## src/rtl/pcs_lane_pkg.sv

```systemverilog
// Shared lane-ID constants, FSM encoding and packed-bus field helpers.
// Latency: n/a (declarations only).
// Backpressure: n/a.
package pcs_lane_pkg;

    localparam int N_LANES   = 4;
    localparam int NB_ID     = $clog2(N_LANES);
    localparam int NB_ID_BUS = NB_ID * N_LANES;

    localparam logic [2:0] ST_IDLE_ENC    = 3'd0;
    localparam logic [2:0] ST_COLLECT_ENC = 3'd1;
    localparam logic [2:0] ST_BUILD_ENC   = 3'd2;
    localparam logic [2:0] ST_CHECK_ENC   = 3'd3;
    localparam logic [2:0] ST_LOCKED_ENC  = 3'd4;

    typedef enum logic [2:0] {
        ST_IDLE    = ST_IDLE_ENC,
        ST_COLLECT = ST_COLLECT_ENC,
        ST_BUILD   = ST_BUILD_ENC,
        ST_CHECK   = ST_CHECK_ENC,
        ST_LOCKED  = ST_LOCKED_ENC
    } state_e;

    typedef logic [NB_ID-1:0]     lane_id_t;
    typedef logic [NB_ID_BUS-1:0] id_bus_t;

    // Field idx of an MSB-first bus: field 0 occupies the top NB_ID bits.
    function automatic lane_id_t get_field(input id_bus_t bus, input int idx);
        lane_id_t f;
        f = '0;
        for (int k = 0; k < N_LANES; k++) begin
            if (k == idx) f = bus[NB_ID_BUS - NB_ID*k - 1 -: NB_ID];
        end
        return f;
    endfunction

    function automatic id_bus_t set_field(input id_bus_t bus, input int idx, input lane_id_t val);
        id_bus_t r;
        r = bus;
        for (int k = 0; k < N_LANES; k++) begin
            if (k == idx) r[NB_ID_BUS - NB_ID*k - 1 -: NB_ID] = val;
        end
        return r;
    endfunction

    // Only meaningful when N_LANES is not a power of two; otherwise every code is legal.
    function automatic logic id_in_range(input lane_id_t id);
        return int'(id) < N_LANES;
    endfunction

endpackage

```

## src/rtl/lane_id_mapper_if.sv

```systemverilog
// AM status inputs and lane-map outputs of the lane ID mapper.
// Latency: n/a (wiring only).
// Backpressure: none; all signals are levels or single-cycle strobes.
interface lane_id_mapper_if;
    import pcs_lane_pkg::*;

    logic [N_LANES-1:0] i_am_lock;
    logic [N_LANES-1:0] i_am_valid;
    id_bus_t            i_logical_ids;
    id_bus_t            o_lane_ids;
    logic               o_reorder_done;
    logic               o_map_valid;
    logic               o_id_error;

    modport master (
        output i_am_lock, i_am_valid, i_logical_ids,
        input  o_lane_ids, o_reorder_done, o_map_valid, o_id_error
    );

    modport slave (
        input  i_am_lock, i_am_valid, i_logical_ids,
        output o_lane_ids, o_reorder_done, o_map_valid, o_id_error
    );
endinterface

```

## src/rtl/lane_id_capture.sv

```systemverilog
// Per-physical-lane first-AM capture of the logical ID, plus compare against captured IDs.
// Latency: capture registers on the strobe edge; mask_full/mismatch are combinational.
// Backpressure: none; repeated AMs on a captured lane are dropped, i_enable low holds state.
module lane_id_capture
    import pcs_lane_pkg::*;
(
    input  logic               i_clock,
    input  logic               i_reset,
    input  logic               i_enable,
    input  logic               i_clear,
    input  logic               i_capture_en,
    input  logic               i_compare_en,
    input  logic [N_LANES-1:0] i_am_valid,
    input  id_bus_t            i_logical_ids,
    output logic               o_mask_full,
    output id_bus_t            o_id_regs,
    output logic               o_mismatch
);

    logic [N_LANES-1:0] mask_d, mask_q;
    id_bus_t            id_regs_d, id_regs_q;

    // Mask is complete this cycle if every lane is either already held or arriving now.
    assign o_mask_full = &(mask_q | (i_am_valid & {N_LANES{i_capture_en}}));
    assign o_id_regs   = id_regs_q;

    // Latch the first AM per lane; flag any AM that disagrees with the held ID.
    always_comb begin
        mask_d     = mask_q;
        id_regs_d  = id_regs_q;
        o_mismatch = 1'b0;
        for (int i = 0; i < N_LANES; i++) begin
            if (i_capture_en && i_am_valid[i] && !mask_q[i]) begin
                mask_d[i] = 1'b1;
                id_regs_d = set_field(id_regs_d, i, get_field(i_logical_ids, i));
            end
            if (i_compare_en && i_am_valid[i] &&
                (get_field(i_logical_ids, i) != get_field(id_regs_q, i))) begin
                o_mismatch = 1'b1;
            end
        end
        if (i_clear) mask_d = '0;
    end

    // Capture state registers.
    always_ff @(posedge i_clock) begin
        if (i_reset) begin
            mask_q    <= '0;
            id_regs_q <= '0;
        end else if (i_enable) begin
            mask_q    <= mask_d;
            id_regs_q <= id_regs_d;
        end
    end

endmodule

```

## src/rtl/lane_id_mapper.sv

```systemverilog
// Validates per-lane AM IDs as a permutation and publishes the logical->physical map.
// Latency: map and done pulse appear N_LANES+2 edges after the cycle the last ID arrives.
// Backpressure: none; i_enable low freezes every register, lock loss tears the map down.
module lane_id_mapper
    import pcs_lane_pkg::*;
(
    input  logic             i_clock,
    input  logic             i_reset,
    input  logic             i_enable,
    lane_id_mapper_if.slave  bus
);

    state_e             state_d, state_q;
    lane_id_t           cnt_d, cnt_q;
    logic [N_LANES-1:0] seen_d, seen_q;
    logic               err_d, err_q;
    id_bus_t            inv_d, inv_q;
    id_bus_t            lane_ids_d, lane_ids_q;
    logic               done_d, done_q;
    logic               map_valid_d, map_valid_q;
    logic               id_error_d, id_error_q;

    logic     all_lock;
    logic     mask_clear;
    logic     capture_en;
    logic     compare_en;
    logic     mask_full;
    logic     mismatch;
    id_bus_t  id_regs;
    lane_id_t build_id;

    assign all_lock   = &bus.i_am_lock;
    assign capture_en = (state_q == ST_COLLECT);
    assign compare_en = (state_q == ST_LOCKED);
    assign build_id   = get_field(id_regs, int'(cnt_q));

    lane_id_capture u_capture (
        .i_clock       (i_clock),
        .i_reset       (i_reset),
        .i_enable      (i_enable),
        .i_clear       (mask_clear),
        .i_capture_en  (capture_en),
        .i_compare_en  (compare_en),
        .i_am_valid    (bus.i_am_valid),
        .i_logical_ids (bus.i_logical_ids),
        .o_mask_full   (mask_full),
        .o_id_regs     (id_regs),
        .o_mismatch    (mismatch)
    );

    // Sequencing: collect IDs, walk one physical lane per cycle building the inverse map, then commit.
    always_comb begin
        state_d     = state_q;
        cnt_d       = cnt_q;
        seen_d      = seen_q;
        err_d       = err_q;
        inv_d       = inv_q;
        lane_ids_d  = lane_ids_q;
        map_valid_d = map_valid_q;
        done_d      = 1'b0;
        id_error_d  = 1'b0;
        mask_clear  = 1'b0;

        if (state_q != ST_IDLE && !all_lock) begin
            // Lock loss outranks every other event; the last published map stays on the bus.
            state_d     = ST_IDLE;
            map_valid_d = 1'b0;
            mask_clear  = 1'b1;
        end else begin
            case (state_q)
                ST_IDLE: begin
                    if (all_lock) begin
                        state_d    = ST_COLLECT;
                        mask_clear = 1'b1;
                    end
                end
                ST_COLLECT: begin
                    if (mask_full) begin
                        state_d = ST_BUILD;
                        cnt_d   = '0;
                        seen_d  = '0;
                        err_d   = 1'b0;
                    end
                end
                ST_BUILD: begin
                    if (!id_in_range(build_id) || seen_q[build_id]) begin
                        err_d = 1'b1;
                    end else begin
                        inv_d            = set_field(inv_q, int'(build_id), cnt_q);
                        seen_d[build_id] = 1'b1;
                    end
                    if (cnt_q == lane_id_t'(N_LANES - 1)) begin
                        state_d = ST_CHECK;
                    end else begin
                        cnt_d = cnt_q + 1'b1;
                    end
                end
                ST_CHECK: begin
                    if (err_q) begin
                        id_error_d = 1'b1;
                        mask_clear = 1'b1;
                        state_d    = ST_COLLECT;
                    end else begin
                        lane_ids_d  = inv_q;
                        done_d      = 1'b1;
                        map_valid_d = 1'b1;
                        state_d     = ST_LOCKED;
                    end
                end
                ST_LOCKED: begin
                    if (mismatch) begin
                        id_error_d  = 1'b1;
                        map_valid_d = 1'b0;
                        mask_clear  = 1'b1;
                        state_d     = ST_COLLECT;
                    end
                end
                default: begin
                    state_d = ST_IDLE;
                end
            endcase
        end
    end

    // State and output registers; reset wins over enable.
    always_ff @(posedge i_clock) begin
        if (i_reset) begin
            state_q     <= ST_IDLE;
            cnt_q       <= '0;
            seen_q      <= '0;
            err_q       <= 1'b0;
            inv_q       <= '0;
            lane_ids_q  <= '0;
            done_q      <= 1'b0;
            map_valid_q <= 1'b0;
            id_error_q  <= 1'b0;
        end else if (i_enable) begin
            state_q     <= state_d;
            cnt_q       <= cnt_d;
            seen_q      <= seen_d;
            err_q       <= err_d;
            inv_q       <= inv_d;
            lane_ids_q  <= lane_ids_d;
            done_q      <= done_d;
            map_valid_q <= map_valid_d;
            id_error_q  <= id_error_d;
        end
    end

    assign bus.o_lane_ids     = lane_ids_q;
    assign bus.o_reorder_done = done_q;
    assign bus.o_map_valid    = map_valid_q;
    assign bus.o_id_error     = id_error_q;

endmodule

```

## src/flat_wrapper.sv

```systemverilog
// flat-port wrapper written by rule: the top's interface ports become plain ports
module lane_id_mapper_flat import pcs_lane_pkg::*;
  (i_clock, i_reset, i_enable, bus_i_am_lock, bus_i_am_valid, bus_i_logical_ids, bus_o_lane_ids, bus_o_reorder_done, bus_o_map_valid, bus_o_id_error);
  lane_id_mapper_if bus_i ();
  input  logic i_clock;
  input  logic i_reset;
  input  logic i_enable;
  input wire logic [$bits(bus_i.i_am_lock)-1:0] bus_i_am_lock;
  input wire logic [$bits(bus_i.i_am_valid)-1:0] bus_i_am_valid;
  input wire logic [$bits(bus_i.i_logical_ids)-1:0] bus_i_logical_ids;
  output wire logic [$bits(bus_i.o_lane_ids)-1:0] bus_o_lane_ids;
  output wire logic [$bits(bus_i.o_reorder_done)-1:0] bus_o_reorder_done;
  output wire logic [$bits(bus_i.o_map_valid)-1:0] bus_o_map_valid;
  output wire logic [$bits(bus_i.o_id_error)-1:0] bus_o_id_error;
  assign bus_i.i_am_lock = bus_i_am_lock;
  assign bus_i.i_am_valid = bus_i_am_valid;
  assign bus_i.i_logical_ids = bus_i_logical_ids;
  assign bus_o_lane_ids = bus_i.o_lane_ids;
  assign bus_o_reorder_done = bus_i.o_reorder_done;
  assign bus_o_map_valid = bus_i.o_map_valid;
  assign bus_o_id_error = bus_i.o_id_error;
  lane_id_mapper u_core (.i_clock(i_clock), .i_reset(i_reset), .i_enable(i_enable), .bus(bus_i));
endmodule
```

## config.mk

```make
export PLATFORM = sky130hd
export DESIGN_NAME = lane_id_mapper_flat
export DESIGN_NICKNAME = d
export VERILOG_FILES = /design/src/rtl/pcs_lane_pkg.sv /design/src/rtl/lane_id_mapper_if.sv /design/src/rtl/lane_id_capture.sv /design/src/rtl/lane_id_mapper.sv /design/src/flat_wrapper.sv
export SDC_FILE = /design/constraint.sdc
export NUM_CORES = 1
export LEC_CHECK = 0
export CAP_MARGIN = 10
export CORE_MARGIN = 2
export CORE_UTILIZATION = 40
export DETAILED_ROUTE_END_ITERATION = 6
export PLACE_DENSITY = 0.68
export SLEW_MARGIN = 20
export SYNTH_ARGS = -nofsm -noshare
export SYNTH_HDL_FRONTEND = slang
export SYNTH_HIERARCHICAL = 1
export SYNTH_SLANG_ARGS = --single-unit
```

## constraint.sdc

```tcl
create_clock -name i_clock -period 3.7 [get_ports i_clock]
set_input_delay 0.37 -clock i_clock [delete_from_list [all_inputs] [get_ports i_clock]]
set_output_delay 0.37 -clock i_clock [all_outputs]
set_load 0.05 [all_outputs]
```

==> run metrics, run 1 <==
status finished, final reports clean; Reg2Reg Capture Point u_core/err_q; Mapped Nets 257; DRT antenna net count 0; # resized after CTS 0; hold buffer count at CTS 0; Final min period 2.78 ns; DIE AREA slightly below 0.006 mm2; Core Box Area 0.00511 mm2; Clk pin slew, worst setup/hold paths ~0.09 ns; Critical Path End Type register; Initial Utilization 0.414; sequential fraction of the synthesis area 0.388; Clock Path Buffers 2; crit path from u_core/state_q[0]; final setup TNS 0 ns; grt ovf 0; DRC viols 0; drt wl/cell 12.7 um; post-CTS setup buffer count 0; critical path depth 9; crit-path max FO 16; crit path to u_core/err_q; Post-Place Setup Slack 0.845 ns; Worst-Margin Slew 0.722 ns; worst path required time 3.90 ns; DRT Pass-1 Iters 5; period utilization 0.752; ys async rst share 0; Pins Over Slew Limit 0; cell mode on critical path buf_4; Leak Pwr between 0.9 and 1 nW; Crit Path Category reg -> reg; CP cell instances nor3b_1 -> buf_4 -> a21oi_2 -> nor4_2 -> nand3b_1 -> a2111oi_0 -> buf_4 -> o21ai_0 -> a221oi_1; Worst Hold Class reg -> reg; Main synth FF type dfxtp_1; final count of hold timing violations 0; Mapped Avg Cell Area 9.03 um2; Fillers roughly 500; CP max-delay cell dfxtp_1; die height 76.7 um; share of layout cells above drive strength 1 0.0985; R2R depth 9; Crit path buffers/inverters 2; ANT cells 0; Final GP Congestion around 0.85; most frequent cells in the layout dfxtp_1, nor2_1, clkdlybuf4s50_1, mux2i_1, a21oi_1; vias per cell 5.22; RSZ-0062 raised after global routing false; vias in the first global route between 1.5k and 2k; Clock Skew 0.0121 ns; final net count 286; TritonCTS Buffers 5; crit path launch type register; Max-cap violations 0; htree depth 2; Data arrival, critical path 2.98 ns; Slew Limit Headroom 0.516; largest stage delay on the critical path roughly 0.6 ns; clock sink count 41; Area Growth Syn to Fin 22.0%; post-route cell area 0.00258 mm2; Ports 30; first-pass GRT wire length 7410 um; commonest non-fill, non-tap cell in the layout dfxtp_1; All-Layer GR Usage 0.153; CTS tree yes; top achievable clock speed 0.360 GHz; Yosys reg bits 41; Clock Latency Late Sink 0.30 ns; # rows 26; final std cells w/o fill between 300 and 400; PD cells 339 mW/mm2; R2R Path Start u_core/state_q[0]; Yosys cell types 49; initial antenna violation count 0; Mapped Area 0.00211 mm2; DP Area 0.00246 mm2; Detailed Route Iter0 Violations between 200 and 250; dpl cells around 330; Post-Synthesis Cells 234; delay-heaviest family, CP compound AO/OA/AOI/OAI gates; peak supply drop around 0.14 mV; Vias around 1.7k; largest net degree at the start of global routing 25; PortBufs 29; reg2reg setup slack 0.92 ns; post-route setup slack 0.919 ns; YS warnings 6; Routed WL 4260 um; number of flops mapped to enable cells by yosys 0; DP HPWL 3090 um; Layout Utilization 0.505; final setup violation count 0; die span in x 76.7 um; CTS root buf clkbuf_8
-- cell usage after synthesis, drive strengths merged (5+ instances only) --
library cell,count,share of area
a21oi,15,0.039
buf,5,0.017
clkbuf,6,0.011
dfxtp,41,0.39
inv,7,0.012
mux2i,19,0.090
nand2,11,0.020
nand3,8,0.019
nor2,36,0.064
o21ai,12,0.028
xor2,8,0.033
-- power breakdown --
part | internal, W | switching, W
logic | 0.0000291 | 0.0000315
clock network | 0.000202 | 0.000166
registers | 0.000443 | 0.00000343
total | 0.000674 | 0.000201
-- how the worst min path moves through the flow --
stage	start	end	slack, ns	cells past startpoint
6_report	u_core/inv_q[2]	u_core/inv_q[2]	0.47	2
4_1_cts	u_core/inv_q[2]	u_core/inv_q[2]	0.47	2
3_5_place_dp	u_core/inv_q[2]	u_core/inv_q[2]	0.46	2
3_3_place_gp	u_core/inv_q[2]	u_core/inv_q[2]	0.46	2
2_1_floorplan	u_core/inv_q[6]	u_core/inv_q[6]	0.44	2
5_1_grt	u_core/inv_q[3]	u_core/inv_q[3]	0.52	2
-- area by class of cell --
class / instances / area [um2] / area share
multi-input combinational: 175 / 1210 / 0.468
sequential: 41 / 821 / 0.318
timing repair buffer: 33 / 320 / 0.124
tap: 70 / 87.6 / 0.0340
clock buffer: 5 / 68.8 / 0.0267
clock inverter: 3 / 46.3 / 0.0180
inverter: 7 / 26.3 / 0.0102
-- stage by stage --
| step | hold WS, ns | total power [W] |
|---|---|---|
| CTS | 0.474 | 0.000888 |
| global placement | 0.455 | 0.000517 |
| global route | 0.516 | 0.000914 |
| floorplan | 0.436 | 0.000486 |
| detailed placement | 0.462 | 0.000517 |
| finish | 0.468 | 0.000875 |
-- cells by family (layout without fill, tap and decap cells) --
logic type               Yosys count  in the layout  synth area share
buffers and inverters             18             48            0.0403
XOR/XNOR                           8              8            0.0332
adder cells (fa/ha/maj)            4              4            0.0237
flip-flops                        41             41             0.388
multiplexers                      20             20            0.0953
AO/OA/AOI/OAI                     53             53             0.165
AND/OR/NAND/NOR                   90             90             0.254
-- flip-flops by register name, summed over array words and instances (netlist names) --
signal / cells
u_core/bus.o_map_valid: 1
u_core/bus.o_lane_ids: 8
u_core/u_capture/o_id_regs: 8
u_core/state_q: 3
u_core/inv_q: 8
u_core/bus.o_reorder_done: 1
u_core/bus.o_id_error: 1
u_core/u_capture/mask_q: 4
u_core/err_q: 1
u_core/cnt_q: 2
u_core/seen_q: 4
-- routing by layer --
layer	routed length, um	global-route usage	share of wire
met1	2170	0.215	0.51
met2	1880	0.230	0.44
met3	154	0.0341	0.036
met4	50	0.0527	0.012
met5	0	0	0
-- worst reg2reg max path, delay by kind of cell (launching register included) --
kind,cells,cell delay [ns]
flip-flops,1,0.60
AO/OA/AOI/OAI,4,0.95
AND/OR/NAND/NOR,3,0.69
buffers and inverters,2,0.45
(Power assumes the default switching activity.)
==> run 2, diff against run 1 <==
- PLACE_DENSITY: 0.68 -> 0.7
- clock period: 3.7 -> 2.42 ns (I/O delays scaled with it)
==> run 2 against run 1 <==
Net effect: worst setup slack got worse by 0.73 ns; design area rose by 4.9%; via count rose by 5.9%; first-iteration DRC count fell by 50%; routed wire length rose by 6.5%; flip-flop and latch count did not move; core utilization rose by 2.4 points; register-to-register slack got worse by 0.73 ns; cell count rose by 3.9%; sequential share of layout area fell by 1.5 points; die area did not move.
==> run metrics, run 2 (synthesized netlist as in run 1, its figures left out) <==
M2 GR Usage 0.246; CTS tree yes; drt wl/cell 13.1 um; top achievable clock speed ~0.45 GHz; die span in x 76.7 um; Area Growth Syn to Fin 27.9%; Pins Over Slew Limit 0; worst path required time about 2.7 ns; Max-cap violations 0; Clock Path Buffers 2; htree depth 2; Clock Skew a little under 0.01 ns; initial antenna violation count 0; internal power 0.00104 W; R2R Path Start u_core/state_q[2]; final net count 299; Fillers between 400 and 500; CTS root buf clkbuf_8; DIE AREA 0.00588 mm2; Vias 1,845; clock power share 0.415; switching share of power 0.228; DP HPWL 3370 um; DRT Pass-1 Iters 4; Min-Delay Endpoint u_core/inv_q[6]; met1 Usage GRT 0.222; Data arrival, critical path 2.47 ns; crit path launch type register; Combinational Power Share 0.081; DRT antenna net count 0; commonest non-fill, non-tap cell in the layout dfxtp_1; Routed WL 4540 um; TritonCTS Buffers 5; hold buffer count at CTS 0; vias per cell ~5.3; Core Box Area 0.00511 mm2; Initial Utilization 0.414; Worst Hold Class reg -> reg; final setup TNS 0 ns; PD cells 499 mW/mm2; Critical Path End Type register; Leak Pwr approximately 1.0 nW; Ports 30; Final GP Congestion around 0.85; die height 76.7 um; peak supply drop 0.266 mV; Slew Limit Headroom 0.601; R2R depth 10; # rows 26; final count of hold timing violations 0; grt ovf 0; crit-path max FO 9; largest net degree at the start of global routing 24; reg2reg setup slack 0.18 ns; Reg2Reg Capture Point u_core/seen_q[2]; GR Util met3 0.0353; Sw Pwr 0.000308 W; Worst Hold Depth 2; status finished, final reports clean; period utilization 0.924; Clk pin slew, worst setup/hold paths 0.09 ns; Total Power about 0.0013 W; first-pass GRT wire length about 7700 um; PortBufs 29; Detailed Route Iter0 Violations 102; Clock Latency Late Sink 0.30 ns; most frequent cells in the layout dfxtp_1, nor2_1, clkdlybuf4s50_1, mux2i_1, buf_4; sequential share of power 0.504; RSZ-0062 raised after global routing false; clock sink count between 40 and 50; Final min period around 2.2 ns; Worst-Margin Slew between 0.5 and 0.6 ns; final setup violation count 0; ANT cells 0; All-Layer GR Usage 0.162; hold path startpoint u_core/inv_q[6]; vias in the first global route 1,661; DRC viols 0; share of layout cells above drive strength 1 0.148; global routing's busiest layer met2; Crit Path Category reg -> reg
-- run 2: changes by cell type in the layout (fill, tap and decap cells not counted) --
cell       change
buf_4         +12
a2111oi_0      -1
a2111oi_4      +1
buf_6          +1
nor3b_1        -1
nor3b_2        +1
-- run 2: power groups by stage --
stage	Clock (W)	Combinational, W	Sequential (W)
final	0.000559	0.000109	0.000680
after global routing	0.000611	0.000118	0.000680
after CTS	0.000569	0.000104	0.000680
after detailed placement	0	0.000104	0.000696
after global placement	0	0.000103	0.000696
after floorplan	0	0.0000479	0.000696
-- run 2: worst max path at each step --
stage,cells past startpoint,start,slack (ns),endpoint
2_1_floorplan,9,u_core/state_q[0],0.02,u_core/err_q
3_3_place_gp,9,bus_i_am_valid[2],0.14,u_core/seen_q[2]
3_5_place_dp,9,bus_i_am_valid[2],0.10,u_core/seen_q[2]
4_1_cts,10,u_core/state_q[2],0.11,u_core/seen_q[2]
5_1_grt,10,u_core/state_q[2],0.005,u_core/seen_q[2]
6_report,10,u_core/state_q[2],0.18,u_core/seen_q[2]
-- run 2: final cells by class --
cell class,count,area (um2),area share
multi-input cells,175,1230,0.456
flip-flops and latches,41,821,0.304
repair buffers,46,422,0.156
well taps,70,87.6,0.0324
clock buffers,5,68.8,0.0255
clock inverters,3,46.3,0.0171
inverters,7,26.3,0.00972
-- run 2: repair_timing --
item,in CTS,in global routing
setup endpoints to repair,0,3
buffers inserted,0,3
hold endpoints to repair,0,0
gates resized for setup,0,2
-- run 2: per-stage QoR --
step / std cells / area (um2) / utilization / hold slack [ns] / worst slack, ns
final: 347 / 2700 / 0.529 / 0.460 / 0.184
after global routing: 347 / 2700 / 0.529 / 0.485 / 0.00490
after CTS: 344 / 2660 / 0.522 / 0.463 / 0.111
after detailed placement: 336 / 2550 / 0.499 / 0.452 / 0.105
after global placement: 336 / 2550 / 0.499 / 0.452 / 0.142
after floorplan: 234 / 2130 / - / 0.311 / 0.0193
-- run 2: metal layers --
metal	part of all wire	wire [um]	vias to the layer above
li1	-	-	928
met1	0.47	2150	877
met2	0.47	2130	35
met3	0.044	198	5
met4	0.012	55	0
met5	0	0	-
-- run 2: worst max-delay path, stage by stage (launching register included) --
cell and delay, ns:
dfxtp_1 0.38, nor3b_2 0.20, buf_6 0.16, a21oi_1 0.08, nor4_2 0.34, nand3b_1 0.18, a2111oi_4 0.33, buf_4 0.18
and2_1 0.14, a21oi_1 0.07, nor2_1 0.11
==> run 3, diff against run 2 <==
- TNS_END_PERCENT: unset -> 50
==> results of run 3 <==
Final layout, timing and power as in run 2 (identical DEF).
